`src/rtl/rob_pkg.sv`:
```
// Shared types and default sizing for the multi-commit reorder buffer.
package rob_pkg;

  localparam int unsigned ROB_DEPTH_DEF    = 16;
  localparam int unsigned ROB_N_WB_DEF     = 4;
  localparam int unsigned ROB_COMMIT_W_DEF = 2;
  localparam int unsigned ROB_ARCH_W_DEF   = 5;
  localparam int unsigned ROB_PREG_W_DEF   = 6;
  localparam int unsigned ROB_IDX_W_DEF    = $clog2(ROB_DEPTH_DEF);

  typedef logic [ROB_IDX_W_DEF-1:0] rob_tag_t;
  typedef logic [ROB_IDX_W_DEF:0]   rob_ptr_t;

  // Width-independent control bits, kept apart from the register payload.
  typedef struct packed {
    logic valid;
    logic done;
    logic exc;
    logic has_rd;
  } rob_status_t;

  typedef struct packed {
    rob_status_t                st;
    logic [ROB_ARCH_W_DEF-1:0]  arch_rd;
    logic [ROB_PREG_W_DEF-1:0]  preg;
  } rob_entry_t;

  function automatic logic rob_retirable(input rob_status_t s);
    return s.valid & s.done & ~s.exc;
  endfunction

endpackage

```
`src/rtl/rob_commit_sel.sv`:
```
// Prefix-AND over the oldest COMMIT_W entries: slot valid vector and retire count.
module rob_commit_sel #(
  parameter int COMMIT_W = 2,
  parameter int CNT_W    = $clog2(COMMIT_W + 1)
) (
  input  logic [COMMIT_W-1:0] ready_i,
  input  logic                block_i,
  output logic [COMMIT_W-1:0] slot_valid_o,
  output logic [CNT_W-1:0]    count_o
);

  logic             run;
  logic [CNT_W-1:0] cnt;

  always_comb begin
    run          = ~block_i;
    cnt          = '0;
    slot_valid_o = '0;
    for (int k = 0; k < COMMIT_W; k++) begin
      run             = run & ready_i[k];
      slot_valid_o[k] = run;
      cnt             = cnt + CNT_W'(run);
    end
    count_o = cnt;
  end

endmodule

```
`src/rtl/rob_multi_commit.sv`:
```
// Reorder buffer: in-order alloc, N_WB writeback channels, up to COMMIT_W retires/cycle.
// Optional performance counters are enabled by defining ROB_PERF_CNT_EN.
module rob_multi_commit
  import rob_pkg::*;
#(
  parameter int DEPTH    = ROB_DEPTH_DEF,
  parameter int N_WB     = ROB_N_WB_DEF,
  parameter int COMMIT_W = ROB_COMMIT_W_DEF,
  parameter int ARCH_W   = ROB_ARCH_W_DEF,
  parameter int PREG_W   = ROB_PREG_W_DEF,
  parameter int IDX_W    = $clog2(DEPTH)
) (
  input  logic                       clk,
  input  logic                       rst_n,
  input  logic                       alloc_valid_i,
  output logic                       alloc_ready_o,
  input  logic                       alloc_has_rd_i,
  input  logic [ARCH_W-1:0]          alloc_arch_rd_i,
  input  logic [PREG_W-1:0]          alloc_preg_i,
  output logic [IDX_W-1:0]           alloc_tag_o,
  input  logic [N_WB-1:0]            wb_valid_i,
  input  logic [N_WB*IDX_W-1:0]      wb_tag_i,
  input  logic [N_WB-1:0]            wb_exc_i,
  output logic [COMMIT_W-1:0]        cmt_valid_o,
  output logic [COMMIT_W-1:0]        cmt_has_rd_o,
  output logic [COMMIT_W*ARCH_W-1:0] cmt_arch_rd_o,
  output logic [COMMIT_W*PREG_W-1:0] cmt_preg_o,
  output logic                       exc_valid_o,
  output logic [IDX_W-1:0]           exc_tag_o,
  input  logic                       flush_in_i,
  output logic [IDX_W:0]             count_o
`ifdef ROB_PERF_CNT_EN
  ,
  output logic [31:0]                perf_retired_o,
  output logic [31:0]                perf_full_stall_o
`endif
);

  localparam int PTR_W = IDX_W + 1;
  localparam int CNT_W = $clog2(COMMIT_W + 1);

  rob_status_t       st_q [DEPTH];
  rob_status_t       st_d [DEPTH];
  logic [ARCH_W-1:0] arch_q [DEPTH];
  logic [PREG_W-1:0] preg_q [DEPTH];
  logic [PTR_W-1:0]  head_q, head_d;
  logic [PTR_W-1:0]  tail_q, tail_d;
  logic [PTR_W-1:0]  count_q, count_d;

  logic [IDX_W-1:0]    head_idx;
  logic [IDX_W-1:0]    tail_idx;
  logic [IDX_W-1:0]    slot_idx [COMMIT_W];
  logic [IDX_W-1:0]    wb_idx   [N_WB];
  logic [COMMIT_W-1:0] slot_ready;
  logic [COMMIT_W-1:0] slot_valid;
  logic [CNT_W-1:0]    retire_cnt;
  logic                full;
  logic                alloc_fire;
  logic                exc_hit;
  logic                kill;

  assign head_idx   = head_q[IDX_W-1:0];
  assign tail_idx   = tail_q[IDX_W-1:0];
  assign full       = (tail_q ^ head_q) == PTR_W'(DEPTH);
  assign alloc_fire = alloc_valid_i & ~full;
  assign exc_hit    = st_q[head_idx].valid & st_q[head_idx].done &
                      st_q[head_idx].exc & ~flush_in_i;
  assign kill       = flush_in_i | exc_hit;

  for (genvar g = 0; g < N_WB; g++) begin : g_wb
    assign wb_idx[g] = wb_tag_i[g*IDX_W +: IDX_W];
  end

  for (genvar g = 0; g < COMMIT_W; g++) begin : g_cmt
    assign slot_idx[g]                      = head_idx + IDX_W'(g);
    assign slot_ready[g]                    = rob_retirable(st_q[slot_idx[g]]);
    assign cmt_has_rd_o[g]                  = st_q[slot_idx[g]].has_rd;
    assign cmt_arch_rd_o[g*ARCH_W +: ARCH_W] = arch_q[slot_idx[g]];
    assign cmt_preg_o[g*PREG_W +: PREG_W]   = preg_q[slot_idx[g]];
  end

  // An excepting head is never retirable, so it also stops the prefix at slot 0.
  rob_commit_sel #(
    .COMMIT_W (COMMIT_W),
    .CNT_W    (CNT_W)
  ) u_commit_sel (
    .ready_i      (slot_ready),
    .block_i      (flush_in_i),
    .slot_valid_o (slot_valid),
    .count_o      (retire_cnt)
  );

  always_comb begin
    st_d    = st_q;
    head_d  = head_q;
    tail_d  = tail_q;
    count_d = count_q;
    if (kill) begin
      for (int i = 0; i < DEPTH; i++) begin
        st_d[i] = '0;
      end
      tail_d  = head_q;
      count_d = '0;
    end else begin
      for (int i = 0; i < N_WB; i++) begin
        if (wb_valid_i[i] && st_q[wb_idx[i]].valid) begin
          st_d[wb_idx[i]].done = 1'b1;
          st_d[wb_idx[i]].exc  = st_d[wb_idx[i]].exc | wb_exc_i[i];
        end
      end
      for (int k = 0; k < COMMIT_W; k++) begin
        if (slot_valid[k]) begin
          st_d[slot_idx[k]] = '0;
        end
      end
      // Tail entry is free whenever alloc fires, so this never clobbers a retiring slot.
      if (alloc_fire) begin
        st_d[tail_idx] = '{valid: 1'b1, done: 1'b0, exc: 1'b0, has_rd: alloc_has_rd_i};
      end
      head_d  = head_q + PTR_W'(retire_cnt);
      tail_d  = tail_q + PTR_W'(alloc_fire);
      count_d = count_q + PTR_W'(alloc_fire) - PTR_W'(retire_cnt);
    end
  end

  always_ff @(posedge clk or negedge rst_n) begin
    if (!rst_n) begin
      for (int i = 0; i < DEPTH; i++) begin
        st_q[i] <= '0;
      end
      head_q  <= '0;
      tail_q  <= '0;
      count_q <= '0;
    end else begin
      st_q    <= st_d;
      head_q  <= head_d;
      tail_q  <= tail_d;
      count_q <= count_d;
    end
  end

  always_ff @(posedge clk) begin
    if (alloc_fire) begin
      arch_q[tail_idx] <= alloc_arch_rd_i;
      preg_q[tail_idx] <= alloc_preg_i;
    end
  end

  assign alloc_ready_o = ~full;
  assign alloc_tag_o   = tail_idx;
  assign cmt_valid_o   = slot_valid;
  assign exc_valid_o   = exc_hit;
  assign exc_tag_o     = head_idx;
  assign count_o       = count_q;

`ifdef ROB_PERF_CNT_EN
  logic [31:0] perf_retired_q;
  logic [31:0] perf_stall_q;
  logic [32:0] retired_sum;

  assign retired_sum = {1'b0, perf_retired_q} + 33'(retire_cnt);

  always_ff @(posedge clk or negedge rst_n) begin
    if (!rst_n) begin
      perf_retired_q <= '0;
      perf_stall_q   <= '0;
    end else begin
      perf_retired_q <= retired_sum[32] ? '1 : retired_sum[31:0];
      if (alloc_valid_i && full && !(&perf_stall_q)) begin
        perf_stall_q <= perf_stall_q + 32'd1;
      end
    end
  end

  assign perf_retired_o    = perf_retired_q;
  assign perf_full_stall_o = perf_stall_q;
`endif

endmodule

```
`config.mk`:
```
export PLATFORM = sky130hd
export DESIGN_NAME = rob_multi_commit
export DESIGN_NICKNAME = d
export VERILOG_FILES = /design/src/rtl/rob_pkg.sv /design/src/rtl/rob_commit_sel.sv /design/src/rtl/rob_multi_commit.sv
export SDC_FILE = /design/constraint.sdc
export NUM_CORES = 1
export LEC_CHECK = 0
export ABC_AREA = 0
export CAP_MARGIN = 20
export CORE_AREA = 3 3 165 167
export CTS_CLUSTER_DIAMETER = 50
export DETAILED_ROUTE_END_ITERATION = 7
export DIE_AREA = 0 0 168 170
export PLACE_DENSITY = 0.79
export SYNTH_ARGS = -nofsm -noshare
export SYNTH_HDL_FRONTEND = slang
export SYNTH_SLANG_ARGS = --single-unit
```
`constraint.sdc`:
```
create_clock -name clk -period 6.13 [get_ports clk]
set_clock_uncertainty 0.05 [all_clocks]
set_input_delay 0.613 -clock clk [delete_from_list [all_inputs] [get_ports clk]]
set_output_delay 0.613 -clock clk [all_outputs]
set_load 0.05 [all_outputs]
```
==> run summary <==
R2r setup slk: 1.05 ns
Clk slew on worst S/H paths: 0.06 ns
CP Cell Sequence: buf_4, mux4_2, mux4_2, nor3_2, buf_4, o211a_1, clkdlybuf4s50_1
Area grow syn2layout: 13.2%
Pre-antenna DRT Iters: 5
Die height: 170 microns
WL final: 49600 microns
Peak Freq: 0.191 GHz
Detail Placement HPWL: 34000 microns
Synthesis-stage register bit count: 255
Worst path slowest cell: clkdlybuf4s50_1
CTS buffer count: 28
RSZ-0062 raised after global routing: no
Main synth FF type: edfxtp_1
Slew margin rel.: 0.247
Synth unique cells: 82
Initial DRC count: 1659
PortBufs: 80
Die span in x: 168 microns
Starting Density: 0.600
Total GRT Usage: 0.346
Yosys top cell area share: 0.340
Final worst path period share: 0.853
Status: finished, final reports clean
Yosys top cell by area: edfxtp_1
Critical path arrival: 4.57 ns
Core area: 25900 sq um
Clock power frac: 0.364
CTS Hold Bufs: 0
Antenna Cells: 0
Fillers: 1824
Startpoint Class: flip-flop
Shortest period the worst path allows: 5.23 ns
Setup TNS: 0 ns
CP delay by family, top: buffers and inverters
CTS H-tree lvls: 1
Tot Pwr: 4460 uW
Worst Path Max Fanout: 54
Post-synth ARST share: 0.310
Vias in the first global route: 12200
Net Count, Synth: 1317
DRC: 0
Clk buf depth: 3
Final Hold Vio Count: 0
Critical R2R Launch: head_q[1]
Initial antenna violation count: 1
Comb pwr share: 0.201
Critical path buffers and inverters: 3
Largest net degree at the start of global routing: 80
Mapped Area: 15500 sq um
Internal power: 3160 uW
Max-cap violations: 0
Slowest Stage Delay on Critical Path: 0.86 ns
Routed Antenna Nets: 0
CTS tree: yes
Routability congestion estimate: 1.01
CTS-repair resized insts: 0
Share of post-route cells with drive strength above 1: 0.207
Io pins: 81
Root Driver: clkbuf_16
Vias/cell: 7.34
Pwr Density: 253 nW/um^2
Setup Fix Bufs, Post-CTS: 0
Max-slew violations: 0
Leakage: 0.00616 uW
Final hold slack: 0.383 ns
FF-to-FF End: count_o[4]
Yosys warns: 0
Clk Latency, worst-skew pair: 0.57 ns
First-pass GRT wire length: 74700 microns
Maximum vdd drop: 256 uV
Clk sinks: 255
Site row count: 59
Syn_area_per_cell: 12.4 sq um
Via Count: 12200
Synth Instances: 1258
Total Die Area: 28600 sq um
Worst hold path class: input pin to asynchronous set/reset pin
Register share of total power: 0.436
Number of synthesized flops with an enable pin: 176
Crit. End Element: output pin
Final setup violation count: 0
Total global routing overflow: 0
CP Class: flip-flop to output pin
Cells on worst reg2reg path: 15
Post-synthesis sequential area ratio: 0.467
Drt wl/cell: 29.8 microns
Measured slew at the worst slew-check pin: 1.13 ns
Net Sw Frac: 0.291
P_sw: 1300 uW
Synth top area cells: edfxtp_1 (34%), mux4_2 (21%), dfrtp_1 (13%), nand2_1 (2.7%), nor2_1 (2.2%)
Crit path required time: 5.47 ns
Nets: 1363
## through the flow
step	instance area, sq um	std cells	setup WS (ns)	util
after global routing	17600	1661	0.697	0.679
after detailed placement	16600	1606	1.01	0.642
after global placement	16600	1605	1.05	0.641
after CTS	17500	1658	0.886	0.677
after floorplan	15500	1258	0.915	-
final	17600	1661	0.900	0.679
## routing by layer
layer	wire, microns	vias to the layer above	share of wire	GRT usage
li1	-	5064	-	-
met1	17900	5999	0.36	0.455
met2	24200	923	0.49	0.575
met3	4800	205	0.097	0.0567
met4	2620	2	0.053	0.156
met5	11	-	0.00022	0
## worst max-delay path by stage
stage / from / end / slack (ns) / depth (start not counted)
after global routing: head_q[1] / count_o[4] / 0.70 / 15
after floorplan: head_q[0] / count_o[4] / 0.92 / 19
after CTS: head_q[1] / cmt_valid_o[1] / 0.89 / 7
after detailed placement: head_q[1] / count_o[4] / 1.01 / 15
after global placement: wb_tag_i[1] / st_q[29] / 1.05 / 14
final: head_q[1] / cmt_valid_o[1] / 0.90 / 7
## area by class of cell
type	instances	area, sq um	area share
Clock buffer	36	752	0.0428
Tap cell	335	419	0.0238
Multi-Input combinational cell	866	7760	0.441
Inverter	42	158	0.00896
Clock inverter	16	149	0.00847
Sequential cell	255	7270	0.413
Timing Repair Buffer	111	1080	0.0614
## sequential cells by signal, summed over array words and instances (netlist names)
signal,cells
head_q,5
st_q,64
count_o,5
tail_q,5
arch_q,80
preg_q,96
## power by group through the flow
| stage | sequential, uW | clock [uW] | combinational [uW] |
|---|---|---|---|
| global placement | 1970 | 0 | 860 |
| CTS | 1940 | 1620 | 889 |
| global route | 1940 | 1700 | 942 |
| finish | 1940 | 1620 | 894 |
| detailed placement | 1970 | 0 | 880 |
| floorplan | 1970 | 0 | 603 |
## kinds of logic (layout without fill, tap and decap cells)
kind of cell	after synthesis	in the layout	synth area share
and+or+nand+nor	423	423	0.138
xor gates and xnor gates	19	19	0.0107
muxes	161	161	0.221
adders and majority gates	19	19	0.0163
DFF	255	255	0.467
buffers and inverters	137	205	0.0369
AOI/OAI and AO/OA	244	244	0.110
## placed cells by master (no fill, tap or decap), types with 16 or more instances in the layout
cell type / netlist / layout
edfxtp_1: 176 / 176
mux4_2: 145 / 145
nand2_1: 110 / 110
nor2_1: 90 / 83
clkdlybuf4s50_1: 0 / 79
dfrtp_1: 79 / 76
a21oi_1: 63 / 63
nand3_1: 53 / 53
inv_1: 41 / 41
and3_1: 35 / 35
clkbuf_16: 0 / 29
a31oi_1: 28 / 28
buf_4: 9 / 28
nor3_1: 28 / 26
o21ai_0: 24 / 24
and2_1: 19 / 19
ha_1: 17 / 16
## synthesized netlist by cell type, types with 11 or more instances
cell	count
a211oi_1	13
a21oi_1	63
a31oi_1	28
and2_1	19
and3_1	35
buf_1	18
clkbuf_1	58
dfrtp_1	79
edfxtp_1	176
ha_1	17
inv_1	41
mux2i_1	11
mux4_2	145
nand2_1	110
nand2b_1	11
nand3_1	53
nor2_1	90
nor2b_1	13
nor3_1	28
o211ai_1	12
o21ai_0	24
o31ai_1	11
xnor2_1	13
Note: power is estimated with default switching activity, not from simulation.
